### src/rtl/jt12_cen_gen.sv
// ============================================================================
// Module      : jt12_cen_gen
// Description : OPN/SSG/ADPCM clock-enable generator with glitch-free divider
//               switching and sync realignment.
// Revision    : 1.0 - initial release
// ============================================================================
`default_nettype none

module jt12_cen_gen #(
    parameter int USE_SSG     = 0,
    parameter int NUM_CH      = 6,
    parameter int ADPCM_DIV   = 4,
    parameter int ADPCM3_DIV  = 6,
    parameter int ADPCM55_DIV = 6
) (
    input  logic       clk,
    input  logic       rst,
    input  logic       cen,
    input  logic       sync,
    input  logic [1:0] div_setting,
    output logic       clk_en,
    output logic       clk_en_ssg,
    output logic       clk_en_adpcm,
    output logic       clk_en_adpcm3,
    output logic       clk_en_55,
    output logic       div_busy
);

    localparam logic [4:0] C_ADPCM_LAST  = 5'(ADPCM_DIV - 1);
    localparam logic [2:0] C_ADPCM3_LAST = 3'(ADPCM3_DIV - 1);
    localparam logic [2:0] C_55_LAST     = 3'(ADPCM55_DIV - 1);
    localparam logic       C_SSG_EN      = (USE_SSG != 0);

    logic [2:0] r_opn_cnt;
    logic [1:0] r_ssg_cnt;
    logic [4:0] r_adpcm_cnt;
    logic [2:0] r_adpcm3_cnt;
    logic [2:0] r_cnt55;

    logic [2:0] r_opn_div;
    logic [2:0] r_ssg_div;
    logic [2:0] r_pend_opn;
    logic [2:0] r_pend_ssg;
    logic       r_busy;

    logic [2:0] w_req_opn;
    logic [2:0] w_req_ssg;
    logic       w_req_diff;
    logic       w_opn_last;
    logic       w_ssg_last;
    logic       w_apply;
    logic       w_adv;

    always_comb begin
        w_req_opn = 3'd6;
        w_req_ssg = 3'd4;
        if (NUM_CH != 6) begin
            if (!div_setting[1]) begin
                w_req_opn = 3'd2;
                w_req_ssg = 3'd1;
            end else if (div_setting[0]) begin
                w_req_opn = 3'd3;
                w_req_ssg = 3'd2;
            end
        end
    end

    assign w_req_diff = (w_req_opn != r_opn_div) || (w_req_ssg != r_ssg_div);
    assign w_opn_last = (r_opn_cnt == r_opn_div - 3'd1);
    assign w_ssg_last = (r_ssg_cnt == 2'(r_ssg_div - 3'd1));
    assign w_adv      = cen & ~sync;
    // A new divider only takes over at the natural end of an OPN period.
    assign w_apply    = w_adv & r_busy & w_opn_last;

    always_ff @(posedge clk) begin
        if (rst) begin
            r_opn_cnt     <= '0;
            r_ssg_cnt     <= '0;
            r_adpcm_cnt   <= '0;
            r_adpcm3_cnt  <= '0;
            r_cnt55       <= '0;
            r_opn_div     <= w_req_opn;
            r_ssg_div     <= w_req_ssg;
            r_pend_opn    <= w_req_opn;
            r_pend_ssg    <= w_req_ssg;
            r_busy        <= 1'b0;
            clk_en        <= 1'b0;
            clk_en_ssg    <= 1'b0;
            clk_en_adpcm  <= 1'b0;
            clk_en_adpcm3 <= 1'b0;
            clk_en_55     <= 1'b0;
        end else begin
            clk_en        <= w_adv & (r_opn_cnt == 3'd0);
            clk_en_ssg    <= C_SSG_EN & w_adv & (r_ssg_cnt == 2'd0);
            clk_en_adpcm  <= w_adv & (r_adpcm_cnt == 5'd0);
            clk_en_adpcm3 <= w_adv & (r_adpcm_cnt == 5'd0) & (r_adpcm3_cnt == 3'd0);
            clk_en_55     <= w_adv & (r_adpcm_cnt == 5'd0) & (r_adpcm3_cnt == 3'd0)
                             & (r_cnt55 == 3'd0);

            if (w_apply) begin
                r_opn_div <= r_pend_opn;
                r_ssg_div <= r_pend_ssg;
                r_busy    <= 1'b0;
            end else if (w_req_diff) begin
                r_pend_opn <= w_req_opn;
                r_pend_ssg <= w_req_ssg;
                r_busy     <= 1'b1;
            end else begin
                r_busy <= 1'b0;
            end

            if (sync) begin
                r_opn_cnt    <= '0;
                r_ssg_cnt    <= '0;
                r_adpcm_cnt  <= '0;
                r_adpcm3_cnt <= '0;
                r_cnt55      <= '0;
            end else if (cen) begin
                if (w_apply) begin
                    r_opn_cnt <= '0;
                    r_ssg_cnt <= '0;
                end else begin
                    r_opn_cnt <= w_opn_last ? 3'd0 : r_opn_cnt + 3'd1;
                    r_ssg_cnt <= w_ssg_last ? 2'd0 : r_ssg_cnt + 2'd1;
                end
                r_adpcm_cnt <= (r_adpcm_cnt == C_ADPCM_LAST) ? 5'd0 : r_adpcm_cnt + 5'd1;
                if (r_adpcm_cnt == 5'd0) begin
                    r_adpcm3_cnt <= (r_adpcm3_cnt == C_ADPCM3_LAST) ? 3'd0 : r_adpcm3_cnt + 3'd1;
                    if (r_adpcm3_cnt == 3'd0)
                        r_cnt55 <= (r_cnt55 == C_55_LAST) ? 3'd0 : r_cnt55 + 3'd1;
                end
            end
        end
    end

    assign div_busy = r_busy;

endmodule

`default_nettype wire

### config.mk
export PLATFORM = sky130hd
export DESIGN_NAME = jt12_cen_gen
export DESIGN_NICKNAME = d
export VERILOG_FILES = /design/src/rtl/jt12_cen_gen.sv
export SDC_FILE = /design/constraint.sdc
export NUM_CORES = 1
export LEC_CHECK = 0
export CORE_MARGIN = 1.5
export CORE_UTILIZATION = 55
export CTS_CLUSTER_SIZE = 40
export DETAILED_ROUTE_END_ITERATION = 8
export PLACE_DENSITY = 0.83
export SYNTH_ARGS = -nofsm -noshare
export SYNTH_HDL_FRONTEND = slang
export SYNTH_SLANG_ARGS = --single-unit
### constraint.sdc
create_clock -name clk -period 4 [get_ports clk]
set_input_delay 0.6 -clock clk [delete_from_list [all_inputs] [get_ports clk]]
set_output_delay 0.6 -clock clk [all_outputs]
set_load 0.02 [all_outputs]
==> impl_metrics.py <==
metrics = {
    "power": {
        "p_leak_uw": 0.0003367,
        "power_per_cell_area_mw_per_mm2": 363.9,
        "power.total_uw": 335.1,
        "ir_worst_vdd_v": 0.0003748,
    },
    "yosys": {
        "ys_types": 30,
        "syn_inst": 89,
        "ys_ff_latch": 18,
        "synth_top_area_share_pct": 44.17,
        "synth.area.top_cells": "dfxtp_1 (44%), nor2_1 (5.5%), nand4_1 (4.6%)",
        "postSynthAreaPerCell_um2": 9.166,
        "synth_top_area_cell": "dfxtp_1",
        "ys_warn_count": 0,
        "mappedNetlistArea_um2": 815.8,
        "yosysSeqAreaShare_pct": 44.17,
    },
    "setup_path": {
        "ff2ff_path_depth": 5,
        "worst-path-max-fanout": 13,
        "crit_path_cell_trace": "clkdlybuf4s50_1 -> and4bb_2 -> nand2_1 -> nor4b_1",
        "max_stage_delay_ns": 0.83,
        "r2r-start": "r_adpcm_cnt[0]",
        "critPathKind": "input port to register",
        "arrival_ns": 2.13,
        "cp_top_family": "buffers and inverters",
        "end_kind": "register",
        "critPathRequiredTime_ns": 4.21,
        "rrSetupSlack_ns": 2.60,
        "crit_slowest_cell": "clkdlybuf4s50_1",
        "critical_path.startpoint_type": "input port",
        "regToRegEndpoint": "clk_en_55",
        "path_buf_inv": 1,
    },
    "clocking": {
        "clk_latency_ns": 0.30,
        "cts_tree": "done",
        "cts_made_buffers": 3,
        "cts_max_level": 1,
        "clockBufferDepth": 2,
        "post_cts_buffers": 0,
        "cts_resized": 0,
        "clkSinkCount": 18,
        "cts_hold_buffers": 0,
        "clk_pin_slew_worst_paths_ns": 0.10,
        "root_buffer": "clkbuf_4",
    },
    "timing": {
        "setup_violations": 0,
        "fmax_ghz": 0.5202,
        "rsz0062_at_grt": "false",
        "slew_violations": 0,
        "slew_headroom_pct": 61.76,
        "fin_crit_sh_pct": 48.06,
        "hold_viol": 0,
        "fin_setup_tns_ns": 0,
        "finClkSkew_ns": 0.001388,
        "holdWs_ns": 0.4792,
        "min_period_ns": 1.923,
        "tightest_slew_ns": 0.5718,
    },
    "floorplan": {
        "row_count": 13,
        "pin_count": 12,
        "core_mm2": 0.001334,
        "die_area_mm2": 0.001723,
        "start_util_pct": 61.16,
        "die_w_um": 41.51,
        "die_y_um": 41.51,
    },
    "routing": {
        "wl_met3_um": 57,
        "drc": 0,
        "drt_first_iter_violations": 8,
        "num_vias": 651,
        "wirelength_met1_um": 702,
        "drtAntennaViolNets": 0,
        "wl_um": 1448,
        "viasPerCell": 5.813,
        "routed.top_layer": "met4",
        "wl_met2_um": 676,
        "first_pass_iters": 4,
        "wire_per_inst_um": 12.93,
    },
    "grt": {
        "grt_pass1_vias": 594,
        "antenna_found_initial": 0,
        "grt_max_degree": 14,
        "grt-ovfl-total": 0,
        "grt_pass1_wl_um": 2449,
        "grt.total_usage_pct": 18.55,
    },
    "cells_and_area": {
        "final_util_pct": 69.04,
        "drive_gt1_share_pct": 9.278,
        "nNetsFinal": 106,
        "num_antenna_cells": 0,
        "design_area_um2": 920.9,
        "layout_commonest_cell": "dfxtp_1",
        "syn2layout_area_growth_pct": 12.88,
        "final_cell_mix": "dfxtp_1 (18), nor2_1 (12), a21oi_1 (7), clkdlybuf4s50_1 (7), nand4_1 (6)",
    },
    "worst_hold_path": {
        "hold_depth": 2,
        "min_from": "r_opn_cnt[2]",
        "hold_end": "r_opn_cnt[2]",
        "hp-class": "register to register",
    },
    "run": {
        "drv_cap": 0,
    },
    "placement": {
        "dp_hpwl_um": 1034,
        "io_buffers": 7,
        "placed_cell_area_um2": 884.6,
        "gp_congestion": 0.7450,
    },
    "run_status": {
        "status": "complete, no violations",
    },
}
## registers in the layout, summed over array words and instances (netlist names)
signal         flops
clk_en             1
clk_en_55          1
clk_en_adpcm       1
clk_en_adpcm3      1
r_adpcm3_cnt       3
r_adpcm_cnt        5
r_cnt55            3
r_opn_cnt          3
## cell type report
type / count / area (µm²)
timing repair buffer: 7 / 70.07
fill: 117 / 412.9
clock buffer: 4 / 36.28
multi-input combinational: 64 / 420.4
tap: 15 / 18.77
sequential: 18 / 360.3
inverter: 4 / 15.01
## stage by stage
stage / cells / setup slack (ns)
after detailed placement: 108 / 1.787
after CTS: 112 / 2.087
after global placement: 108 / 1.777
after global routing: 112 / 2.016
after floorplan: 90 / 2.719
final: 112 / 2.077
## per-layer routing
layer  global-route usage, %  up-vias
met5                       0        -
met4                   5.161        0
met3                   7.826        3
met2                   30.94       11
met1                   21.64      308
li1                        -      329
## worst reg2reg max path: stages (launching register included)
cell,delay (ns)
dfxtp_1,0.36
inv_1,0.07
ha_1,0.25
and4bb_2,0.31
nand2_1,0.08
nor4b_1,0.25
## cells in the mapped netlist
cell type,n
buf_2,1
inv_1,4
or2_2,1
nor4b_1,1
nand4b_1,1
xnor2_1,2
nand2_1,5
mux2i_1,2
conb_1,1
and4bb_2,1
buf_4,2
nor3_1,2
or3_1,1
a21oi_1,7
nand4_1,6
and2_1,1
nor2b_1,2
dfxtp_1,18
o21ai_1,2
ha_1,2
or4_4,1
nand4bb_4,1
nand3_1,2
o31ai_1,4
nor2_1,12
clkbuf_1,1
xor2_1,3
o21ai_0,1
and4b_1,1
nor4_2,1
## how the worst max path moves through the flow
stage                     depth (start not counted)  startpoint              end
after floorplan                                   3        sync  r_adpcm3_cnt[0]
after global placement                            4         cen        clk_en_55
after detailed placement                          4         cen        clk_en_55
after global routing                              4         cen        clk_en_55
final                                             4         cen        clk_en_55
after CTS                                         4         cen        clk_en_55
## report_power, final
group	internal, µW	switching, µW
sequential	184	3.84
combinational	15.6	19.4
clock	55.6	57.2
total	255	80.4
## logic make-up after synthesis
kind of cell	count (synthesis)	synth area share, %
and+or+nand+nor	39	29.91
DFF	18	44.17
AOI/OAI and AO/OA	14	9.815
buffers and inverters	8	4.752
xor gates and xnor gates	5	5.369
adders and majority gates	2	3.067
muxes	2	2.454
other	1	0.4597
Note: power is estimated with default switching activity, not from simulation.
